File: config.mk
export PLATFORM = sky130hd
export DESIGN_NAME = stopwatch_ctrl
export DESIGN_NICKNAME = d
export VERILOG_FILES = /design/src/rtl/stopwatch_pkg.sv /design/src/rtl/key_conditioner.sv /design/src/rtl/stopwatch_ctrl.sv
export SDC_FILE = /design/constraint.sdc
export NUM_CORES = 1
export LEC_CHECK = 0
export ABC_AREA = 1
export CORE_UTILIZATION = 50
export CTS_CLUSTER_DIAMETER = 150
export DETAILED_ROUTE_END_ITERATION = 12
export GPL_TIMING_DRIVEN = 0
export PLACE_DENSITY = 0.67
export SLEW_MARGIN = 20
export SYNTH_ARGS = -nofsm -noshare
export SYNTH_HDL_FRONTEND = slang
export SYNTH_SLANG_ARGS = --single-unit
File: constraint.sdc
create_clock -name clk -period 2 [get_ports clk]
set_input_delay 0.3 -clock clk [delete_from_list [all_inputs] [get_ports clk]]
set_output_delay 0.3 -clock clk [all_outputs]
set_load 0.1 [all_outputs]
File: src/rtl/stopwatch_pkg.sv
// Shared types for the stopwatch control slice: FSM states and preset switch codes.
package stopwatch_pkg;

    typedef enum logic [1:0] {
        IDLE  = 2'd0,
        RUN   = 2'd1,
        PAUSE = 2'd2,
        DONE  = 2'd3
    } state_t;

    localparam logic [1:0] PRESET_NONE = 2'b00;
    localparam logic [1:0] PRESET_15   = 2'b01;
    localparam logic [1:0] PRESET_30   = 2'b10;
    localparam logic [1:0] PRESET_45   = 2'b11;

endpackage

File: src/rtl/key_conditioner.sv
// Pushbutton conditioner: 2-flop synchronizer, debounce filter and a one-cycle
// pulse when the accepted level goes to pressed (low).
module key_conditioner #(
    parameter int DEBOUNCE_CYCLES = 1_000_000
) (
    input  logic clk,
    input  logic reset,
    input  logic key_n,
    output logic press
);

    localparam int CW = (DEBOUNCE_CYCLES > 1) ? $clog2(DEBOUNCE_CYCLES) : 1;
    localparam logic [CW-1:0] CNT_MAX = CW'(DEBOUNCE_CYCLES - 1);

    logic          sync1;
    logic          sync2;
    logic          level;
    logic [CW-1:0] cnt;

    // The accepted level flips only after DEBOUNCE_CYCLES consecutive samples disagree with it.
    always_ff @(posedge clk) begin
        if (reset) begin
            sync1 <= 1'b1;
            sync2 <= 1'b1;
            level <= 1'b1;
            cnt   <= '0;
            press <= 1'b0;
        end else begin
            sync1 <= key_n;
            sync2 <= sync1;
            press <= 1'b0;
            if (sync2 == level) begin
                cnt <= '0;
            end else if (cnt == CNT_MAX) begin
                cnt   <= '0;
                level <= sync2;
                press <= ~sync2;
            end else begin
                cnt <= cnt + 1'b1;
            end
        end
    end

endmodule

File: src/rtl/stopwatch_ctrl.sv
// Stopwatch/timer control: key conditioning, run/pause/done FSM, 1 Hz strobe,
// mode/preset latching, display-counter reset and alarm blink.
module stopwatch_ctrl
    import stopwatch_pkg::*;
#(
    parameter int TICK_CYCLES     = 50_000_000,
    parameter int DEBOUNCE_CYCLES = 1_000_000,
    parameter int BLINK_CYCLES    = 12_500_000
) (
    input  logic       clk,
    input  logic       reset,
    input  logic       key_start_n,
    input  logic       key_clear_n,
    input  logic       sw_mode,
    input  logic [1:0] sw_preset,
    input  logic       done_time,
    output logic       one_second,
    output logic       start_clk,
    output logic       timer,
    output logic       fifteen,
    output logic       thirty,
    output logic       fortyfive,
    output logic       disp_reset,
    output logic       alarm_led
);

    localparam int TW = (TICK_CYCLES > 1) ? $clog2(TICK_CYCLES) : 1;
    localparam int BW = (BLINK_CYCLES > 1) ? $clog2(BLINK_CYCLES) : 1;
    localparam logic [TW-1:0] TICK_MAX  = TW'(TICK_CYCLES - 1);
    localparam logic [BW-1:0] BLINK_MAX = BW'(BLINK_CYCLES - 1);

    state_t        state;
    state_t        state_next;
    logic          start_press;
    logic          clear_press;
    logic          mode_s1;
    logic          mode_s2;
    logic [1:0]    preset_s1;
    logic [1:0]    preset_s2;
    logic [1:0]    preset_q;
    logic [TW-1:0] presc;
    logic [BW-1:0] blink_cnt;
    logic          post_reset;
    logic          sw_changed;

    key_conditioner #(.DEBOUNCE_CYCLES(DEBOUNCE_CYCLES)) u_key_start (
        .clk   (clk),
        .reset (reset),
        .key_n (key_start_n),
        .press (start_press)
    );

    key_conditioner #(.DEBOUNCE_CYCLES(DEBOUNCE_CYCLES)) u_key_clear (
        .clk   (clk),
        .reset (reset),
        .key_n (key_clear_n),
        .press (clear_press)
    );

    always_ff @(posedge clk) begin
        if (reset) begin
            mode_s1   <= 1'b0;
            mode_s2   <= 1'b0;
            preset_s1 <= PRESET_NONE;
            preset_s2 <= PRESET_NONE;
        end else begin
            mode_s1   <= sw_mode;
            mode_s2   <= mode_s1;
            preset_s1 <= sw_preset;
            preset_s2 <= preset_s1;
        end
    end

    assign sw_changed = ({mode_s2, preset_s2} != {timer, preset_q});

    // Clear overrides every other event; done_time beats a start press while running.
    always_comb begin
        state_next = state;
        if (clear_press) begin
            state_next = IDLE;
        end else begin
            case (state)
                IDLE:    if (start_press && !(timer && (preset_q == PRESET_NONE))) state_next = RUN;
                RUN:     if (done_time) state_next = DONE;
                         else if (start_press) state_next = PAUSE;
                PAUSE:   if (start_press) state_next = RUN;
                DONE:    state_next = DONE;
                default: state_next = IDLE;
            endcase
        end
    end

    always_ff @(posedge clk) begin
        if (reset) begin
            state      <= IDLE;
            start_clk  <= 1'b0;
            one_second <= 1'b0;
            timer      <= 1'b0;
            preset_q   <= PRESET_NONE;
            fifteen    <= 1'b0;
            thirty     <= 1'b0;
            fortyfive  <= 1'b0;
            disp_reset <= 1'b1;
            alarm_led  <= 1'b0;
            presc      <= '0;
            blink_cnt  <= '0;
            post_reset <= 1'b1;
        end else begin
            state      <= state_next;
            start_clk  <= (state_next == RUN);
            one_second <= (state == RUN) && (presc == TICK_MAX);
            post_reset <= 1'b0;
            disp_reset <= post_reset | clear_press;

            if (clear_press) begin
                presc <= '0;
            end else if (state == RUN) begin
                presc <= (presc == TICK_MAX) ? '0 : presc + 1'b1;
            end

            // Switches are only tracked in IDLE; any new setting makes the display reload.
            if (state == IDLE) begin
                timer     <= mode_s2;
                preset_q  <= preset_s2;
                fifteen   <= mode_s2 && (preset_s2 == PRESET_15);
                thirty    <= mode_s2 && (preset_s2 == PRESET_30);
                fortyfive <= mode_s2 && (preset_s2 == PRESET_45);
                if (sw_changed) disp_reset <= 1'b1;
            end

            if (clear_press) begin
                alarm_led <= 1'b0;
                blink_cnt <= '0;
            end else if ((state_next == DONE) && (state != DONE)) begin
                alarm_led <= 1'b1;
                blink_cnt <= '0;
            end else if (state == DONE) begin
                if (blink_cnt == BLINK_MAX) begin
                    blink_cnt <= '0;
                    alarm_led <= ~alarm_led;
                end else begin
                    blink_cnt <= blink_cnt + 1'b1;
                end
            end
        end
    end

endmodule
==> flow_metrics.env <==
export IMPL_status="finished clean"
export IMPL_seq_power_share_pct=41.6
export IMPL_synthArstFlopShare_pct=0
export IMPL_area_growth_pct=16.70
export IMPL_drive_above_1_share_pct=8.837
export IMPL_end_kind="output pin"
export IMPL_placed_cells=969
export IMPL_leakagePower_nw=2.519
export IMPL_drv_cap=0
export IMPL_coreArea_um2=10940
export IMPL_path_delay_family="buffers and inverters"
export IMPL_finalHoldViolations=0
export IMPL_switchingPower_mw=1.108
export IMPL_netlist_instances=814
export IMPL_grt_max_degree=17
export IMPL_p_per_area_nw_per_um2=859.7
export IMPL_cp_data_required_time_ps=1700
export IMPL_synth_top_flop_cell="dfxtp_1"
export IMPL_worst_path_max_fanout=3
export IMPL_yosysWarnings=0
export IMPL_grt_usage_pct=22.03
export IMPL_cp_cell_sequence="dlygate4sd2_1"
export IMPL_clkSlewWorstSetupHoldPaths_ps=50
export IMPL_cp_depth=1
export IMPL_antenna_found_initial=0
export IMPL_critical_path_class="reg2out"
export IMPL_dr_pass1_iters=4
export IMPL_slew_violations=0
export IMPL_routed_wl_mm=11.72
export IMPL_synth_edf_count=0
export IMPL_ys_types=35
export IMPL_clock_latency_ps=420
export IMPL_irDropWorstVdd_uv=994.5
export IMPL_n_fill_cell=1051
export IMPL_antenna_left=0
export IMPL_dp_hpwl_mm=8.410
export IMPL_die_h_um=108.3
export IMPL_place_ws_ps=-134.9
export IMPL_boundaryPins=16
export IMPL_cp_startpoint="alarm_led$_SDFFE_PP0P_"
export IMPL_worst_pin_slew_ps=978.9
export IMPL_htreeDepth=4
export IMPL_min_delay_path_class="in2reg"
export IMPL_grt_ovfl_total=0
export IMPL_fin_cells=1000
export IMPL_fin_ws_ps=66.67
export IMPL_cts_tree="built"
export IMPL_cts_buffers=17
export IMPL_maxSlewHeadroom_pct=35.00
export IMPL_nNetsFinal=860
export IMPL_cp_start_kind="register"
export IMPL_start_util_pct=51.66
export IMPL_setup_viol=0
export IMPL_critPathSlowestCell="dlygate4sd2_1"
export IMPL_grt_pass1_vias=4669
export IMPL_synth_area_um2=5649
export IMPL_power_frac_comb_pct=1.9
export IMPL_vias=5028
export IMPL_slowest_delay_ps=860
export IMPL_fin_tns_setup_ps=0
export IMPL_r2r_start="blink_cnt[1]$_SDFFE_PP0N_"
export IMPL_max_freq_mhz=517.2
export IMPL_ys_ff_latch=117
export IMPL_grt_pass1_wl_mm=20.17
export IMPL_r2r_end="blink_cnt[3]$_SDFFE_PP0N_"
export IMPL_cp_endpoint="alarm_led"
export IMPL_cts_setup_buffers=0
export IMPL_clk_path_buf_depth=2
export IMPL_clock_sinks=117
export IMPL_arrival_ps=1630
export IMPL_post_drt_wl_per_cell_um=11.72
export IMPL_die_area_um2=11730
export IMPL_diodes=0
export IMPL_port_buffer_count=15
export IMPL_switching_share_pct=19.56
export IMPL_die_x_um=108.3
export IMPL_yosysSeqAreaShare_pct=41.46
export IMPL_post_route_util_pct=60.29
export IMPL_rsz0062_at_grt="false"
export IMPL_reg2reg_depth=9
export IMPL_fin_skew_ps=6.337
export IMPL_drc_errors=0
export IMPL_via_per_inst=5.028
export IMPL_p_clk_share_pct=56.5
export IMPL_placed_cell_area_um2=5974
export IMPL_postSynthNetCount=826
export IMPL_drt_iter0_drc=217
export IMPL_gp_congestion=0.8719
export IMPL_rows=38
export IMPL_syn_area_per_cell_um2=6.940
export IMPL_critPathBufInv=1
export IMPL_fin_area_um2=6593
export IMPL_cts_root_buf="clkbuf_16"
export IMPL_rrSetupSlack_ps=270
export IMPL_internal_power_mw=4.559
export IMPL_post_route_period_util_pct=96.67
export IMPL_period_needed_ps=1933
-- metrics by stage --
step	hold WS, ps	total power, mW
after floorplan	327.7	2.476
after global placement	391.7	2.517
after detailed placement	397.1	2.519
after CTS	378.2	5.726
after global routing	391.0	5.848
final	394.7	5.668
-- flip-flops by register name, indices dropped and copies added (netlist names), 2 cells and up --
signal / count
u_key_clear.cnt: 20
preset_q: 2
preset_s2: 2
presc: 26
blink_cnt: 24
u_key_start.cnt: 20
state: 2
preset_s1: 2
-- cell families after synthesis --
| group | Yosys count | share of synthesized area, % |
|---|---|---|
| DFF | 117 | 41.46 |
| AOI/OAI and AO/OA | 48 | 4.474 |
| and+or+nand+nor | 485 | 38.38 |
| buffers and inverters | 117 | 8.128 |
| xor gates and xnor gates | 43 | 6.667 |
| adders and majority gates | 4 | 0.8860 |
-- how the worst min path moves through the flow --
stage | start | to | slack (ps) | cells past startpoint
after CTS | sw_preset[1] | preset_s1[1]$_SDFF_PP0_ | 380 | 3
final | sw_preset[1] | preset_s1[1]$_SDFF_PP0_ | 390 | 3
after global routing | sw_preset[1] | preset_s1[1]$_SDFF_PP0_ | 390 | 3
after detailed placement | mode_s1$_SDFF_PP0_ | mode_s2$_SDFF_PP0_ | 400 | 2
after global placement | preset_s1[0]$_SDFF_PP0_ | preset_s2[0]$_SDFF_PP0_ | 390 | 2
after floorplan | reset | post_reset$_DFF_P_ | 330 | 0
-- layer usage --
| layer | up-vias | GRT usage, % | share of wire, % |
|---|---|---|---|
| met3 | 18 | 7.535 | 4.1 |
| met5 | - | 0 | 0 |
| li1 | 2639 | - | - |
| met1 | 2303 | 26.67 | 47 |
| met4 | 0 | 7.625 | 1.5 |
| met2 | 68 | 36.40 | 47 |
-- cell type report --
type                    count  area [µm²]  area share (%)
well taps                 140       175.2           2.657
plain buffers              10       55.05          0.8351
repair buffers             15       142.6           2.164
clock inverters             8       147.6           2.240
inverters                 107       404.1           6.130
multi-input cells         580        2848           43.20
flip-flops and latches    117        2342           35.53
clock buffers              23       478.0           7.250
-- worst reg2reg max path: stages (launching register included) --
cell and delay [ps]:
dfxtp_1 340, ha_1 170, nand3_1 140, inv_1 100
nand2_1 50, nor2_1 180, nand3_1 230, nand3_2 190
buf_6 160, nor2_1 50
-- cell usage in the layout, fill, tap and decap left out, types with 2 or more instances in the layout --
cell             count
nand3_2              2
clkbuf_16           17
bufinv_16            4
nand3_1             56
nand4_1             32
buf_2                5
o21ai_0             13
dfxtp_1            117
inv_1              101
ha_1                 4
nor2_4               4
xnor2_1              8
clkbuf_8             3
o21ai_1              2
clkbuf_1             6
or2_2                8
nand2_4              4
nand4_2              2
nand2_1            173
nor2_2               8
clkinv_2             2
clkdlybuf4s50_1      7
nor2_1             161
nor3_1              27
inv_2                5
a21oi_1             29
clkinv_4             2
nor3_2               3
dlygate4sd2_1        7
xor2_1              35
-- power by group through the flow --
| stage | clock [mW] | combinational [mW] | sequential, mW |
|---|---|---|---|
| floorplan | 0 | 0.0543 | 2.42 |
| global placement | 0 | 0.110 | 2.41 |
| detailed placement | 0 | 0.111 | 2.41 |
| CTS | 3.26 | 0.110 | 2.36 |
| global route | 3.37 | 0.121 | 2.36 |
| finish | 3.20 | 0.108 | 2.36 |
-- cell usage after synthesis, types with 5 or more instances --
cell	number	area, µm²
a21oi_1	29	145.1
buf_2	5	25.02
dfxtp_1	117	2342
inv_1	101	379.1
inv_2	5	18.77
nand2_1	173	649.4
nand3_1	56	280.3
nand4_1	32	200.2
nor2_1	161	604.3
nor2_2	8	50.05
nor3_1	27	135.1
o21ai_0	13	65.06
or2_2	8	50.05
xnor2_1	8	70.07
xor2_1	35	306.5
-- timing repair --
item                                    CTS  global route
resized for setup                        10             0
endpoints found under the setup margin    8             0
hold buffers                              0             0
Power figures use the tool's default switching activity.
